--- src/rtl/key_event_ctrl_pkg.sv ---
// Shared PS/2 keyboard definitions: byte constants, prefix FSM states, event word.
package key_event_ctrl_pkg;

  localparam logic [7:0] KB_E0 = 8'hE0;
  localparam logic [7:0] KB_F0 = 8'hF0;
  localparam logic [7:0] KB_E1 = 8'hE1;
  localparam logic [7:0] KB_00 = 8'h00;
  localparam logic [7:0] KB_FF = 8'hFF;
  localparam logic [7:0] KB_AA = 8'hAA;
  localparam logic [7:0] KB_FA = 8'hFA;
  localparam logic [7:0] KB_FE = 8'hFE;

  typedef enum logic [1:0] {
    ST_IDLE    = 2'd0,
    ST_EXT     = 2'd1,
    ST_BRK     = 2'd2,
    ST_EXT_BRK = 2'd3
  } kb_state_t;

  typedef struct packed {
    logic       ext;
    logic       brk;
    logic [7:0] code;
  } kb_event_t;

  localparam int unsigned KB_EVENT_W = $bits(kb_event_t);

  // Bytes that carry no key information and abort any pending prefix.
  function automatic logic kb_is_non_key(input logic [7:0] b);
    return (b == KB_00) || (b == KB_FF) || (b == KB_AA) ||
           (b == KB_FA) || (b == KB_FE) || (b == KB_E1);
  endfunction

endpackage

--- src/rtl/key_event_ctrl_event_fifo.sv ---
// First-word-fall-through event FIFO; head register holds the last entry once drained.
module event_fifo
  import key_event_ctrl_pkg::*;
#(
  parameter int unsigned DEPTH = 4
) (
  input  logic                             clk,
  input  logic                             i_sclr,
  input  logic                             i_push,
  input  logic                             i_pop,
  input  logic [KB_EVENT_W-1:0]            i_wdata,
  output logic [KB_EVENT_W-1:0]            o_head,
  output logic                             o_full,
  output logic                             o_empty,
  output logic [$clog2(DEPTH):0]           o_count
);

  localparam int unsigned AW = $clog2(DEPTH);
  localparam int unsigned CW = AW + 1;

  logic [KB_EVENT_W-1:0] mem_q [DEPTH];
  logic [AW-1:0]         wr_ptr_q, wr_ptr_d;
  logic [AW-1:0]         rd_ptr_q, rd_ptr_d;
  logic [CW-1:0]         count_q, count_d;
  logic                  full_q, full_d;
  logic                  empty_q, empty_d;
  logic [KB_EVENT_W-1:0] head_q, head_d;
  logic                  do_push_c;
  logic                  do_pop_c;

  // Pointer, occupancy and head-of-queue next-state.
  always_comb begin
    do_pop_c  = i_pop & ~empty_q;
    do_push_c = i_push & (~full_q | do_pop_c);
    wr_ptr_d  = wr_ptr_q + AW'(do_push_c);
    rd_ptr_d  = rd_ptr_q + AW'(do_pop_c);
    count_d   = count_q + CW'(do_push_c) - CW'(do_pop_c);
    full_d    = (count_d == CW'(DEPTH));
    empty_d   = (count_d == '0);
    head_d    = head_q;
    if (!empty_d) begin
      // When only the incoming entry remains, it bypasses the array.
      if ((count_q - CW'(do_pop_c)) == '0) begin
        head_d = i_wdata;
      end else begin
        head_d = mem_q[rd_ptr_d];
      end
    end
  end

  // Storage array write.
  always_ff @(posedge clk) begin
    if (do_push_c) begin
      mem_q[wr_ptr_q] <= i_wdata;
    end
  end

  // Control state registers.
  always_ff @(posedge clk) begin
    if (i_sclr) begin
      wr_ptr_q <= '0;
      rd_ptr_q <= '0;
      count_q  <= '0;
      full_q   <= 1'b0;
      empty_q  <= 1'b1;
      head_q   <= '0;
    end else begin
      wr_ptr_q <= wr_ptr_d;
      rd_ptr_q <= rd_ptr_d;
      count_q  <= count_d;
      full_q   <= full_d;
      empty_q  <= empty_d;
      head_q   <= head_d;
    end
  end

  assign o_head  = head_q;
  assign o_full  = full_q;
  assign o_empty = empty_q;
  assign o_count = count_q;

endmodule

--- src/rtl/key_event_ctrl.sv ---
// PS/2 scancode prefix decoder feeding an event FIFO.
module key_event_ctrl
  import key_event_ctrl_pkg::*;
#(
  parameter int unsigned DEPTH = 4
) (
  input  logic                   clk,
  input  logic                   i_sclr,
  input  logic                   i_byte_en,
  input  logic [7:0]             i_byte,
  input  logic                   i_event_ready,
  output logic                   o_event_valid,
  output logic [7:0]             o_scancode,
  output logic                   o_break,
  output logic                   o_ext,
  output logic                   o_overflow,
  output logic [$clog2(DEPTH):0] o_count
);

  kb_state_t             state_q, state_d;
  logic                  overflow_q, overflow_d;
  logic                  push_c;
  logic                  pop_c;
  kb_event_t             event_c;
  kb_event_t             head;
  logic [KB_EVENT_W-1:0] head_raw;
  logic                  fifo_full;
  logic                  fifo_empty;

  // Prefix FSM: track E0/F0 prefixes and emit an event on the final key byte.
  always_comb begin
    state_d = state_q;
    push_c  = 1'b0;
    event_c = '0;
    if (i_byte_en) begin
      if (kb_is_non_key(i_byte)) begin
        state_d = ST_IDLE;
      end else if (i_byte == KB_E0) begin
        unique case (state_q)
          ST_IDLE:  state_d = ST_EXT;
          ST_EXT:   state_d = ST_EXT;
          default:  state_d = ST_EXT_BRK;
        endcase
      end else if (i_byte == KB_F0) begin
        unique case (state_q)
          ST_IDLE:  state_d = ST_BRK;
          ST_BRK:   state_d = ST_BRK;
          default:  state_d = ST_EXT_BRK;
        endcase
      end else begin
        push_c       = 1'b1;
        event_c.code = i_byte;
        event_c.ext  = (state_q == ST_EXT) || (state_q == ST_EXT_BRK);
        event_c.brk  = (state_q == ST_BRK) || (state_q == ST_EXT_BRK);
        state_d      = ST_IDLE;
      end
    end
  end

  // Sticky overflow: an event arrived with the FIFO full and no pop to make room.
  always_comb begin
    pop_c      = i_event_ready & ~fifo_empty;
    overflow_d = overflow_q | (push_c & fifo_full & ~pop_c);
  end

  // FSM and overflow registers.
  always_ff @(posedge clk) begin
    if (i_sclr) begin
      state_q    <= ST_IDLE;
      overflow_q <= 1'b0;
    end else begin
      state_q    <= state_d;
      overflow_q <= overflow_d;
    end
  end

  event_fifo #(
    .DEPTH (DEPTH)
  ) u_event_fifo (
    .clk     (clk),
    .i_sclr  (i_sclr),
    .i_push  (push_c),
    .i_pop   (pop_c),
    .i_wdata (event_c),
    .o_head  (head_raw),
    .o_full  (fifo_full),
    .o_empty (fifo_empty),
    .o_count (o_count)
  );

  assign head          = kb_event_t'(head_raw);
  assign o_event_valid = ~fifo_empty;
  assign o_scancode    = head.code;
  assign o_break       = head.brk;
  assign o_ext         = head.ext;
  assign o_overflow    = overflow_q;

endmodule

--- config.mk ---
export PLATFORM = sky130hd
export DESIGN_NAME = key_event_ctrl
export DESIGN_NICKNAME = d
export VERILOG_FILES = /design/src/rtl/key_event_ctrl_pkg.sv /design/src/rtl/key_event_ctrl_event_fifo.sv /design/src/rtl/key_event_ctrl.sv
export SDC_FILE = /design/constraint.sdc
export NUM_CORES = 1
export LEC_CHECK = 0
export ABC_CLOCK_PERIOD_IN_PS = 5100
export BUFFER_PORTS_ARGS = -buffer_cell sky130_fd_sc_hd__buf_2
export CORE_MARGIN = 4
export CORE_UTILIZATION = 60
export DETAILED_ROUTE_END_ITERATION = 6
export HOLD_SLACK_MARGIN = 0.06
export PLACE_DENSITY = 0.91
export SETUP_SLACK_MARGIN = 0.15
export SYNTH_ARGS = -nofsm -noshare
export SYNTH_HDL_FRONTEND = slang
export SYNTH_SLANG_ARGS = --single-unit
--- constraint.sdc ---
create_clock -name clk -period 5.1 [get_ports clk]
set_clock_uncertainty 0.05 [all_clocks]
set_input_delay 0 -clock clk [delete_from_list [all_inputs] [get_ports clk]]
set_output_delay 0 -clock clk [all_outputs]
set_load 0.01 [all_outputs]
== Word level (Yosys, flattened, before mapping) ==
Memories as Yosys holds them, arrays and structs flattened.
Cells that the tools add are included.
Storage, ports and cells
  output and inout port bits: 15
  RAM bits: 40
  memories kept: 1
  flip-flop bits (word level): 22
  input bits: 12
  logic and storage cells: 64
Cells by class
  reductions and logical operators: 13
  $add $sub $neg: 5
  muxes and demuxes: 16
  bitwise operators: 10
  equality and inequality tests: 11
Memory list
  u_event_fifo.mem_q: depth 4, width 10, rd ports 1, clocked after memory_dff 0, write ports 1, line key_event_ctrl_event_fifo.sv:21  | logic [KB_EVENT_W-1:0] mem_q [DEPTH];
Operator list (number)
  == test 8 bit, second input constant: 7
  two-way mux 10 bit: 5
  logical NOT 8 bit: 1
  two-way mux 2 bit: 4
  logical OR 1 bit: 7
  two-way mux 1 bit: 7
  logical NOT 3 bit: 2
  subtractor 3 x 1 -> 3 bit: 2
  bitwise AND 1 bit: 5
  adder 2 x 1 -> 2 bit: 2
  == test 2 bit, second input constant: 2
  OR reduction 2 bit: 2
  adder 3 x 1 -> 3 bit: 1
  == test 3 bit, second input constant: 1
  inverter 1 bit: 3
  == test 2 x 1 -> 1 bit, second input constant: 1
  logical NOT 2 bit: 1
  bitwise OR 1 bit: 2

== Depth between registers and ports, before layout ==
  depth in word-level cells: 12
  mapped depth: 13

== Modules after synthesis ==
From an unflattened synthesis, not the netlist that was laid out.
Unflattened totals
  cell total of the unflattened synthesis: 178
  area total of the unflattened synthesis: 2643.8 µm²
By module, submodules not included
  event_fifo: area an instance 2328.5 µm², instances 1, cells each 140, seq. area each 1581.5 µm²
  key_event_ctrl: area an instance 315.3 µm², instances 1, cells each 38, seq. area each 60.1 µm²

== Least setup slack after synthesis ==
OpenSTA, ideal clock, no wires.
  path kind: input to register
  from: input port i_byte[4]
  to: register u_event_fifo.head_q[0], in the netlist u_event_fifo.o_head[0]
  path slack: 2.145 ns
  library setup time: 0.116 ns
  path buffers: 3
  cell stages on the path: 13
  required time: 4.934 ns
  arrival: 2.788 ns
  cells stage by stage: clkbuf_2 nor4_1 nand3_1 nand4_1 clkbuf_1 nor3b_1 ha_1 fa_1 xor3_2 and3b_1 buf_6 a22o_1 a31o_2
On the way
  cells in the longest elaborated chain, start to end: 12
  elaborated cells on any way between the ends: 26
RTL lines
  start: declaration: line key_event_ctrl.sv:10  | input logic [7:0] i_byte,
  == test 8 bit or logical NOT 8 bit (tied branches): line key_event_ctrl_pkg.sv:30  | return (b == KB_00) || (b == KB_FF) || (b == KB_AA) ||
  logical OR 1 bit (3 in series): line key_event_ctrl_pkg.sv:30
  logical OR 1 bit (2 in series): line key_event_ctrl_pkg.sv:31  | (b == KB_FA) || (b == KB_FE) || (b == KB_E1);
  two-way mux 1 bit: line key_event_ctrl.sv:36  | if (kb_is_non_key(i_byte)) begin
  two-way mux 1 bit: line key_event_ctrl.sv:35  | if (i_byte_en) begin
  bitwise AND 1 bit: line key_event_ctrl_event_fifo.sv:34  | do_push_c = i_push & (~full_q | do_pop_c);
  adder 3 x 1 -> 3 bit: line key_event_ctrl_event_fifo.sv:37  | count_d = count_q + CW'(do_push_c) - CW'(do_pop_c);
  subtractor 3 x 1 -> 3 bit: line key_event_ctrl_event_fifo.sv:37
  logical NOT 3 bit: line key_event_ctrl_event_fifo.sv:39  | empty_d = (count_d == '0);
  end signal: assignment: line key_event_ctrl_event_fifo.sv:66  | head_q <= '0;
  end signal: assignment: line key_event_ctrl_event_fifo.sv:73  | head_q <= head_d;
  end: declaration: line key_event_ctrl_event_fifo.sv:27  | logic [KB_EVENT_W-1:0] head_q, head_d;
Several ways; a longest one is shown, not always the timed one.
A chain may end at the register's enable or synchronous reset.

== Worst setup path in the final report ==
  from: input port i_byte[3]
  to: register u_event_fifo.head_q[8], in the netlist u_event_fifo.o_head[8]
On the way
  cells in the longest elaborated chain, start to end: 12
  elaborated cells on any way between the ends: 26
RTL lines
  == test 8 bit or logical NOT 8 bit (tied branches): line key_event_ctrl_pkg.sv:30
  logical OR 1 bit (3 in series): line key_event_ctrl_pkg.sv:30
  logical OR 1 bit (2 in series): line key_event_ctrl_pkg.sv:31
  two-way mux 1 bit *: line key_event_ctrl.sv:36
  two-way mux 1 bit *: line key_event_ctrl.sv:35
  bitwise AND 1 bit *: line key_event_ctrl_event_fifo.sv:34
  adder 3 x 1 -> 3 bit *: line key_event_ctrl_event_fifo.sv:37
  subtractor 3 x 1 -> 3 bit *: line key_event_ctrl_event_fifo.sv:37
  via u_event_fifo.count_d[1]: line key_event_ctrl_event_fifo.sv:24  | logic [CW-1:0] count_q, count_d;
  logical NOT 3 bit *: line key_event_ctrl_event_fifo.sv:39
Mark *: on every way through the listed nets, which the timed path passes. The rest lies on a longest branch.

==> results.md <==
* Register area share after synthesis at 61.0%
* TritonRoute pass-1 iters at 4
* GRT Total Usage at 23.6%
* Via count at 1789
* Area growth syn-to-layout at 19.4%
* CP endpoint kind: flop
* Setup total negative slack at 0 ns
* Unique cell type count in the Yosys netlist at 41
* Hpwl dp at 3790 um
* Hold slack at 0.313 ns
* Postcts setup bufs at 0
* Vias in the first global route at 1775
* CTS clk-pin slew, worst paths at 0.06 ns
* Initial Utilization at 61.8%
* Req. time, crit path at 5.29 ns
* Commonest non-fill, non-tap cell in the layout: edfxtp_1
* Mapped cell area at 0.00269 mm2
* Nets at 254
* Post-DR vias/cell at 6.13
* Routed len/inst at 19.6 um
* Status: completed
* Path type of the worst setup path: in2reg
* Synthesized netlist cell count at 188
* Crit path DAT at 3.52 ns
* GR Overflow Total at 0
* Flop2flop setup slack at 1.99 ns
* Main flop type after synthesis: edfxtp_1
* Minimum clock period at 3.33 ns
* YS warnings at 0
* Number of DRC markers in iteration 0 at 163
* GPL Wtd Cong at 0.920
* Register area at 0.00164 mm2
* Pwr Density at 530 mW/mm2
* Diodes inserted at 0
* Syn avg cell area at 14.3 um2
* ANT nets after route at 0
* RSZ-0062 raised after global routing: false
* CTS root buf: clkbuf_8
* Initial antenna violation count at 0
* Die footprint at 0.00562 mm2
* Asr flop ratio synth at 0%
* Num Clock Sinks at 62
* Most frequent cells in the layout: edfxtp_1 (40), buf_2 (26), dfxtp_1 (22), nor3_1 (12)
* Slew Limit Fails at 0
* Core Util, Final at 73.8%
* Period utilization at 65.3%
* Worst Max-Slew Pin Slew at 0.664 ns
* Non-Filler Instances at 292
* Largest net degree at the start of global routing at 18
* Num rows at 24
* Crit start category: primary input
* DRC at 0
* Die height at 75.0 um
* Synthesis-stage register bit count at 62
* Hold Crit Class: in2reg
* Boundary Pins at 27
* CTS buffer count at 9
* Clock latency on the worst-skew pair at 0.34 ns
* # setup viols final at 0
* Core ar. at 0.00435 mm2
* CTS tree: yes
* EDFF count, synth at 40
* Fmax at 300 MHz
* Max VDD drop at 284 uV
* Final hold viol count at 0
* Max-cap violations at 0
* Longest Clk Path Bufs at 2
* Placed Instances at 265
* Total wire length at 5720 um
* First-pass GRT wire length at 9160 um
* Synthesized net count at 207
* H-tree levels at 3
* Fillers at 260
* Leakage at 0.00123 uW
* Crit Path Max Fanout at 17
* # port buffers at 26
* Layout cells sized above 1 at 27.5%
* Die Width at 75.0 um
* Slew headroom at 55.7%
* Multi-input logic area at 968 um2
per-stage QoR:
step	worst slack, ns	area (um2)	total power, uW
2_1_floorplan	2.15	2690	1110
3_3_place_gp	2.16	2900	1230
3_5_place_dp	2.03	2900	1260
4_1_cts	1.81	3210	1710
5_1_grt	1.59	3210	1800
6_report	1.77	3210	1700
report_power, final:
| part | switching, uW | total, uW | internal (uW) |
|---|---|---|---|
| combinational | 317 | 590 | 274 |
| sequential | 39.1 | 666 | 627 |
| clock | 175 | 447 | 272 |
path summary, 6_finish.rpt:
kind,from,endpoint,cells after the start
setup / recovery,i_byte[3],u_event_fifo.o_head[8],13
hold / removal,i_event_ready,o_overflow,4
setup reg to reg,u_event_fifo.o_empty,u_event_fifo.o_head[8],9
hold reg to reg,o_overflow,o_overflow,2
critical path, stage by stage:
cell           delay (ns)
dlygate4sd3_1        0.54
buf_2                0.18
and2_1               0.19
nand4_1              0.12
nand4_1              0.10
buf_4                0.21
nor3b_1              0.29
ha_1                 0.22
fa_1                 0.45
nor2_1               0.40
and3b_1              0.51
a22oi_1              0.19
o31ai_1              0.11
cell type report:
cell class	count	area share, %
clock inverters	5	2.30
flip-flops and latches	62	51.1
multi-input cells	107	30.1
well taps	52	2.02
inverters	11	1.28
repair buffers	44	9.11
clock buffers	11	4.09
synthesized netlist by cell type, types with 2 or more instances:
| cell | instances | area (um2) |
|---|---|---|
| edfxtp_1 | 40 | 1200 |
| dfxtp_1 | 22 | 440 |
| nor3_1 | 12 | 60.1 |
| inv_1 | 11 | 41.3 |
| mux4_2 | 10 | 225 |
| nor2_1 | 7 | 26.3 |
| nor2b_1 | 7 | 43.8 |
| a22oi_1 | 6 | 45.0 |
| ha_1 | 6 | 75.1 |
| o31ai_1 | 6 | 45.0 |
| and2_1 | 5 | 31.3 |
| clkbuf_1 | 5 | 18.8 |
| a22o_1 | 4 | 35.0 |
| a31o_2 | 4 | 35.0 |
| nand2b_1 | 4 | 25.0 |
| nand3_1 | 4 | 20.0 |
| nand4_1 | 4 | 25.0 |
| xnor2_1 | 4 | 35.0 |
| nand2_1 | 2 | 7.51 |
| nand3b_1 | 2 | 15.0 |
| nor3b_1 | 2 | 15.0 |
| nor4_1 | 2 | 12.5 |
routing by layer:
| metal | up-vias | global-route usage [%] | wire (um) |
|---|---|---|---|
| met5 | - | 0 | 0 |
| met3 | 10 | 8.41 | 467 |
| met4 | 0 | 13.4 | 107 |
| met2 | 84 | 36.2 | 2850 |
| met1 | 874 | 29.1 | 2290 |
| li1 | 821 | - | - |
cell families after synthesis:
group / count (synthesis) / share of synthesized area, %
buffers and inverters: 19 / 3.02
adder cells (fa/ha/maj): 7 / 3.53
AND/OR/NAND/NOR: 55 / 11.6
multiplexers: 10 / 8.37
XOR/XNOR: 6 / 2.56
flip-flops: 62 / 61.0
AO/OA/AOI/OAI: 29 / 9.95
flip-flops by register name, summed over array words and instances, names as in the netlist:
register	cells
u_event_fifo.mem_q	40
u_event_fifo.wr_ptr_q	2
o_overflow	1
u_event_fifo.rd_ptr_q	2
u_event_fifo.o_full	1
u_event_fifo.o_count	3
u_event_fifo.o_empty	1
u_event_fifo.o_head	10
state_q	2
timing repair:
action | in CTS | in global routing
endpoints found under the setup margin | 0 | 0
gates resized for setup | 0 | 0
hold buffers | 11 | 0
hold endpoints to repair | 22 | 0
(Power assumes the default switching activity.)
